## config.mk

```make
export PLATFORM = sky130hd
export DESIGN_NAME = fifo_rd_rr_scheduler
export DESIGN_NICKNAME = d
export VERILOG_FILES = /design/src/rtl/fifo_rd_rr_scheduler.sv
export SDC_FILE = /design/constraint.sdc
export NUM_CORES = 1
export LEC_CHECK = 0
export CAP_MARGIN = 20
export CORE_UTILIZATION = 42
export DETAILED_ROUTE_END_ITERATION = 8
export PLACE_DENSITY = 0.81
export SLEW_MARGIN = 15
export SYNTH_ARGS = -nofsm -noshare
export SYNTH_HDL_FRONTEND = slang
export SYNTH_SLANG_ARGS = --single-unit
export TNS_END_PERCENT = 1
```

## constraint.sdc

```tcl
create_clock -name clk_rd -period 3 [get_ports clk_rd]
set_input_delay 0.9 -clock clk_rd [delete_from_list [all_inputs] [get_ports clk_rd]]
set_output_delay 0.9 -clock clk_rd [all_outputs]
set_load 0.02 [all_outputs]
```

## src/rtl/fifo_rd_rr_scheduler.sv

```systemverilog
// Round-robin read scheduler for NUM_CH clk_rd-domain FIFOs. It drains each granted FIFO in bursts
// of up to BURST_MAX words and merges all channels into one valid/ready stream tagged with the channel.
module fifo_rd_rr_scheduler #(
    parameter int NUM_CH    = 4,
    parameter int DATA_W    = 8,
    parameter int BURST_MAX = 4,
    parameter int CH_W      = $clog2(NUM_CH)
) (
    input  logic                       clk_rd,
    input  logic                       rd_reset,
    input  logic [NUM_CH-1:0]          fifo_empty,
    input  logic [NUM_CH*DATA_W-1:0]   fifo_dout,
    output logic [NUM_CH-1:0]          fifo_rd_en,
    output logic                       m_valid,
    input  logic                       m_ready,
    output logic [DATA_W-1:0]          m_data,
    output logic [CH_W-1:0]            m_chan,
    output logic                       busy
);

    localparam int              BC_W       = $clog2(BURST_MAX + 1);
    localparam logic [BC_W-1:0] BURST_LAST = BC_W'(BURST_MAX - 1);
    localparam logic [CH_W:0]   NUM_CH_X   = (CH_W + 1)'(NUM_CH);

    typedef enum logic {
        ST_IDLE,
        ST_GRANT
    } state_t;

    state_t            r_state, w_state_next;
    logic [CH_W-1:0]   r_grant_ch, w_grant_ch_next;
    logic [CH_W-1:0]   r_last_grant, w_last_grant_next;
    logic [BC_W-1:0]   r_burst_cnt, w_burst_cnt_next;

    logic              r_inflight;
    logic [CH_W-1:0]   r_inflight_ch;

    logic [DATA_W-1:0] r_obuf_data [2];
    logic [CH_W-1:0]   r_obuf_chan [2];
    logic              r_obuf_wptr;
    logic              r_obuf_rptr;
    logic [1:0]        r_obuf_occ;

    logic [DATA_W-1:0] w_dout     [NUM_CH];
    logic [CH_W:0]     w_cand_sum [NUM_CH];
    logic [CH_W-1:0]   w_cand     [NUM_CH];
    logic              w_found;
    logic [CH_W-1:0]   w_pick;
    logic              w_pop;
    logic [2:0]        w_credit_sum;
    logic              w_credit_ok;
    logic              w_issue;

    // Candidate k is the (k+1)-th channel after the last grant, wrapped modulo NUM_CH
    // without relying on NUM_CH being a power of two.
    for (genvar gi = 0; gi < NUM_CH; gi++) begin : g_chan
        assign w_dout[gi]     = fifo_dout[gi*DATA_W +: DATA_W];
        assign w_cand_sum[gi] = {1'b0, r_last_grant} + (CH_W + 1)'(gi + 1);
        assign w_cand[gi]     = (w_cand_sum[gi] >= NUM_CH_X) ? CH_W'(w_cand_sum[gi] - NUM_CH_X)
                                                             : w_cand_sum[gi][CH_W-1:0];
        assign fifo_rd_en[gi] = w_issue && (r_grant_ch == CH_W'(gi));
    end

    // Walk from the farthest candidate to the nearest so the nearest non-empty channel wins.
    always_comb begin
        w_found = 1'b0;
        w_pick  = '0;
        for (int k = NUM_CH - 1; k >= 0; k--) begin
            if (!fifo_empty[w_cand[k]]) begin
                w_found = 1'b1;
                w_pick  = w_cand[k];
            end
        end
    end

    // A new read lands in the buffer two edges from now; it fits only if fewer than two
    // words remain after this edge's capture and pop.
    assign w_pop        = m_valid && m_ready;
    assign w_credit_sum = {1'b0, r_obuf_occ} + {2'b00, r_inflight};
    assign w_credit_ok  = (w_credit_sum - {2'b00, w_pop}) < 3'd2;
    assign w_issue      = (r_state == ST_GRANT) && w_credit_ok && !fifo_empty[r_grant_ch];

    always_comb begin
        w_state_next      = r_state;
        w_grant_ch_next   = r_grant_ch;
        w_last_grant_next = r_last_grant;
        w_burst_cnt_next  = r_burst_cnt;
        case (r_state)
            ST_IDLE: begin
                if (w_found) begin
                    w_state_next      = ST_GRANT;
                    w_grant_ch_next   = w_pick;
                    w_last_grant_next = w_pick;
                    w_burst_cnt_next  = '0;
                end
            end
            ST_GRANT: begin
                if (w_credit_ok) begin
                    if (fifo_empty[r_grant_ch]) begin
                        w_state_next = ST_IDLE;
                    end else begin
                        w_burst_cnt_next = r_burst_cnt + 1'b1;
                        if (r_burst_cnt == BURST_LAST) begin
                            w_state_next = ST_IDLE;
                        end
                    end
                end
            end
            default: w_state_next = ST_IDLE;
        endcase
    end

    always_ff @(posedge clk_rd or posedge rd_reset) begin
        if (rd_reset) begin
            r_state       <= ST_IDLE;
            r_grant_ch    <= '0;
            r_last_grant  <= CH_W'(NUM_CH - 1);
            r_burst_cnt   <= '0;
            r_inflight    <= 1'b0;
            r_inflight_ch <= '0;
        end else begin
            r_state       <= w_state_next;
            r_grant_ch    <= w_grant_ch_next;
            r_last_grant  <= w_last_grant_next;
            r_burst_cnt   <= w_burst_cnt_next;
            r_inflight    <= w_issue;
            r_inflight_ch <= r_grant_ch;
        end
    end

    // Two-entry output buffer; a capture and a pop in the same cycle leave occupancy unchanged.
    always_ff @(posedge clk_rd or posedge rd_reset) begin
        if (rd_reset) begin
            for (int e = 0; e < 2; e++) begin
                r_obuf_data[e] <= '0;
                r_obuf_chan[e] <= '0;
            end
            r_obuf_wptr <= 1'b0;
            r_obuf_rptr <= 1'b0;
            r_obuf_occ  <= 2'd0;
        end else begin
            if (r_inflight) begin
                r_obuf_data[r_obuf_wptr] <= w_dout[r_inflight_ch];
                r_obuf_chan[r_obuf_wptr] <= r_inflight_ch;
                r_obuf_wptr              <= ~r_obuf_wptr;
            end
            if (w_pop) begin
                r_obuf_rptr <= ~r_obuf_rptr;
            end
            case ({r_inflight, w_pop})
                2'b10:   r_obuf_occ <= r_obuf_occ + 2'd1;
                2'b01:   r_obuf_occ <= r_obuf_occ - 2'd1;
                default: r_obuf_occ <= r_obuf_occ;
            endcase
        end
    end

    assign m_valid = (r_obuf_occ != 2'd0);
    assign m_data  = r_obuf_data[r_obuf_rptr];
    assign m_chan  = r_obuf_chan[r_obuf_rptr];
    assign busy    = (r_state != ST_IDLE) || r_inflight || (r_obuf_occ != 2'd0);

endmodule

```

==> summary.md <==
| Metric | Value |
|---|---|
| Die width | `a little under 70 um` |
| Row count | `23` |
| Util after Layout | `0.662` |
| Setup crit start | `m_ready` |
| RePlAce Congestion | `0.739` |
| Fin Hold WS | `445 ps` |
| Most numerous cell on the critical path | `buf_6` |
| Max Clk Rate | `297 MHz` |
| Dpl hpwl | `approximately 3100 um` |
| ANT nets after route | `0` |
| Crit path launch type | `primary input` |
| # setup viols final | `4` |
| Fillers | `313` |
| Input/output buffers | `54` |
| Final WL | `approximately 4200 um` |
| First-pass GRT wire length | `~6500 um` |
| Area grow syn2layout | `46.4%` |
| Final worst slack | `-363 ps` |
| CTS tree | `built` |
| Synth Area in Compound Gates | `0.0565` |
| Outcome | `finished, violations left` |
| CP Cell Sequence | `buf_6, and2_4, ha_4, nand2b_4, fa_2, xnor2_2, nand2_4, nor3_4, buf_6` |
| Crit path buffers/inverters | `2` |
| Final net count | `253` |
| Die ar. | `0.00470 mm^2` |
| Fin cells | `260` |
| Crit path depth | `9` |
| Adder-cell share of the synthesized area | `0.0377` |
| Power Density | `between 1000 and 1500 mW/mm^2` |
| Initial core utilization | `0.452` |
| VDD IR max | `about 0.0006 V` |
| Hold Path Depth | `0` |
| Net Count, Synth | `around 180` |
| Slew @ Worst Pin | `579 ps` |
| Vias in the first global route | `roughly 1,500` |
| Crit path kind | `in -> out` |
| Clk slew on worst S/H paths | `70 ps` |
| Kind of end point of the critical path | `output port` |
| Worst path slowest cell | `fa_2` |
| Worst hold endpoint | `r_inflight_ch[0]` |
| DRT iter0 DRCs | `48` |
| Layout cells sized above 1 | `0.371` |
| Reg2Reg Capture Point | `r_burst_cnt[1]` |
| Slew Limit Fails | `0` |
| Placed cells | `around 250` |
| Largest area contributor in the netlist | `dfrtp_1` |
| Final Hold Vio Count | `0` |
| RR Startpoint | `r_obuf_occ[1]` |
| Hold_buf cts | `0` |
| Post-synth top area share | `0.444` |
| First-pass DRT Iterations | `4` |
| Drt drc | `0` |
| Clock buffer count from CTS | `5` |
| Initial antenna violation count | `0` |
| FF+latch count, synth | `35` |
| Post-synth cell types | `34` |
| Simple-Gate Fraction of Synth Area | `0.0632` |
| Largest net degree at the start of global routing | `36` |
| Slew margin rel. | `0.614` |
| Tmin final | `between 3000 and 4000 ps` |
| CTS Sinks | `35` |
| Most common cell after layout, fill and taps aside | `clkdlybuf4s50_1` |
| Worst Reg2Reg Path Length in Cells | `10` |
| Min-Delay Path Class | `reg -> reg` |
| Clk Latency, worst-skew pair | `between 200 and 300 ps` |
| DR vias/cell | `5.34` |
| GRT Total Usage | `0.192` |
| H-tree levels | `2` |
| # IOs | `55` |
| Yosys warnings | `0` |
| Failing checks | `setup timing` |
| Routed via count | `roughly 1,400` |
| GR Overflow Total | `0` |
| Clock Skew | `~1.7 ps` |
| Top cells by area, synth | `dfrtp_1 44%, mux2_2 19%, mux4_2 9.7%` |
| Largest family of logic cells by synthesized area | `multiplexers` |
| Setup TNS | `-1340 ps` |
| Clk buf depth | `2` |
| Design area | `0.00272 mm^2` |
| Post-Synth XOR/XNOR Area | `0.0282` |
| R2R Setup Slk | `560 ps` |
| P_leak | `between 1 and 1.5 nW` |
| DR WL/cell | `between 15 and 20 um` |
| Cell Area, Synth | `0.00186 mm^2` |
| Max_cap viols | `0` |
| Clk root buf | `clkbuf_8` |
| Period utilization | `1.12` |
| Sequential-to-total area share from yosys stat | `0.472` |
| Largest delay share family, worst path | `simple AND/OR/NAND/NOR gates` |
| Chip height | `just under 70 um` |
| Cells after Synth | `139` |
| Hold wc startpoint | `r_grant_ch[0]` |
| RSZ-0062 raised after global routing | `yes` |
| Arrival time of the worst setup path | `2460 ps` |
| Worst path required time | `between 2000 and 2500 ps` |
| Placed inst area | `between 0.002 and 0.003 mm^2` |
| Most frequent cells in the layout | `49 x clkdlybuf4s50_1, 33 x dfrtp_1, 31 x mux2_2` |
| Syn avg cell area | `approximately 13 um^2` |
| Worst-path fanout max | `5` |
| Core Box Area | `between 0.004 and 0.005 mm^2` |
| Post-synthesis mux area share | `0.311` |
| Critical Path Max Stage Delay | `between 300 and 400 ps` |
| Ant. Diodes | `0` |
-- synthesized netlist by cell type, drive strengths merged --
cell type and count:
dfrtp 33, mux2 31, mux4 8, inv 7, nor2 7, mux2i 5
nand2 5, ha 4, nor3 4, a21o 3, buf 3, xnor2 3
xor2 3, a21oi 2, dfstp 2, nand2b 2, o21ai 2, a211o 1
a221oi 1, a41o 1, a41oi 1, and2 1, clkbuf 1, fa 1
nand3 1, nand3b 1, nor2b 1, o211ai 1, o221ai 1, o311a 1
or2 1, or3 1
-- sequential cells by signal (all words and copies together), names as in the netlist --
signal / count
r_burst_cnt: 3
r_state: 1
r_last_grant: 2
r_obuf_rptr: 1
r_inflight_ch: 2
r_obuf_data: 16
r_obuf_wptr: 1
r_obuf_chan: 4
r_obuf_occ: 2
r_grant_ch: 2
r_inflight: 1
-- through the flow --
stage | setup WS (ps) | power [mW]
global route | -427 | 2.95
finish | -363 | 2.77
floorplan | -249 | 1.90
global placement | -1220 | 2.33
CTS | -352 | 2.79
detailed placement | -1300 | 2.41
-- final cells by class --
class / instances / area [um^2] / share of cell area
timing repair buffer: 67 / 644 / 0.237
multi-input combinational: 93 / 1010 / 0.372
tap: 50 / 62.6 / 0.0230
inverter: 7 / 26.3 / 0.00965
clock buffer: 8 / 100 / 0.0367
sequential: 35 / 878 / 0.322
-- power breakdown --
part | internal (mW) | switching (mW) | leakage (nW)
Combinational | 0.836 | 0.617 | 0.708
Clock | 0.209 | 0.155 | 0.0515
Sequential | 0.706 | 0.242 | 0.417
Total | 1.75 | 1.01 | 1.18
-- layer usage --
| metal | wire length [um] | vias up | GRT usage |
|---|---|---|---|
| met2 | 2280 | 47 | 0.374 |
| met5 | 0 | - | 0 |
| met4 | 29 | 0 | 0.0573 |
| met3 | 305 | 4 | 0.0510 |
| li1 | - | 649 | - |
| met1 | 1580 | 688 | 0.198 |
-- cells by family (layout without fill, tap and decap cells) --
group | after synthesis | count (layout)
AND/OR/NAND/NOR | 24 | 24
adder cells (fa/ha/maj) | 5 | 5
flip-flops | 35 | 35
multiplexers | 44 | 44
buffers and inverters | 11 | 82
XOR/XNOR | 6 | 6
AO/OA/AOI/OAI | 14 | 14
-- timing repair --
item	CTS	global route
pin swaps	8	0
endpoints found under the hold margin	0	0
gates resized for setup	29	1
endpoints found under the setup margin	4	4
buffers inserted	0	0
-- how the worst max path moves through the flow --
stage	slack, ps	endpoint
after floorplan	-250	fifo_rd_en[0]
after global placement	-1220	fifo_rd_en[0]
after detailed placement	-1300	fifo_rd_en[0]
after CTS	-350	fifo_rd_en[0]
after global routing	-430	fifo_rd_en[0]
final	-360	fifo_rd_en[0]
Power figures use the tool's default switching activity.
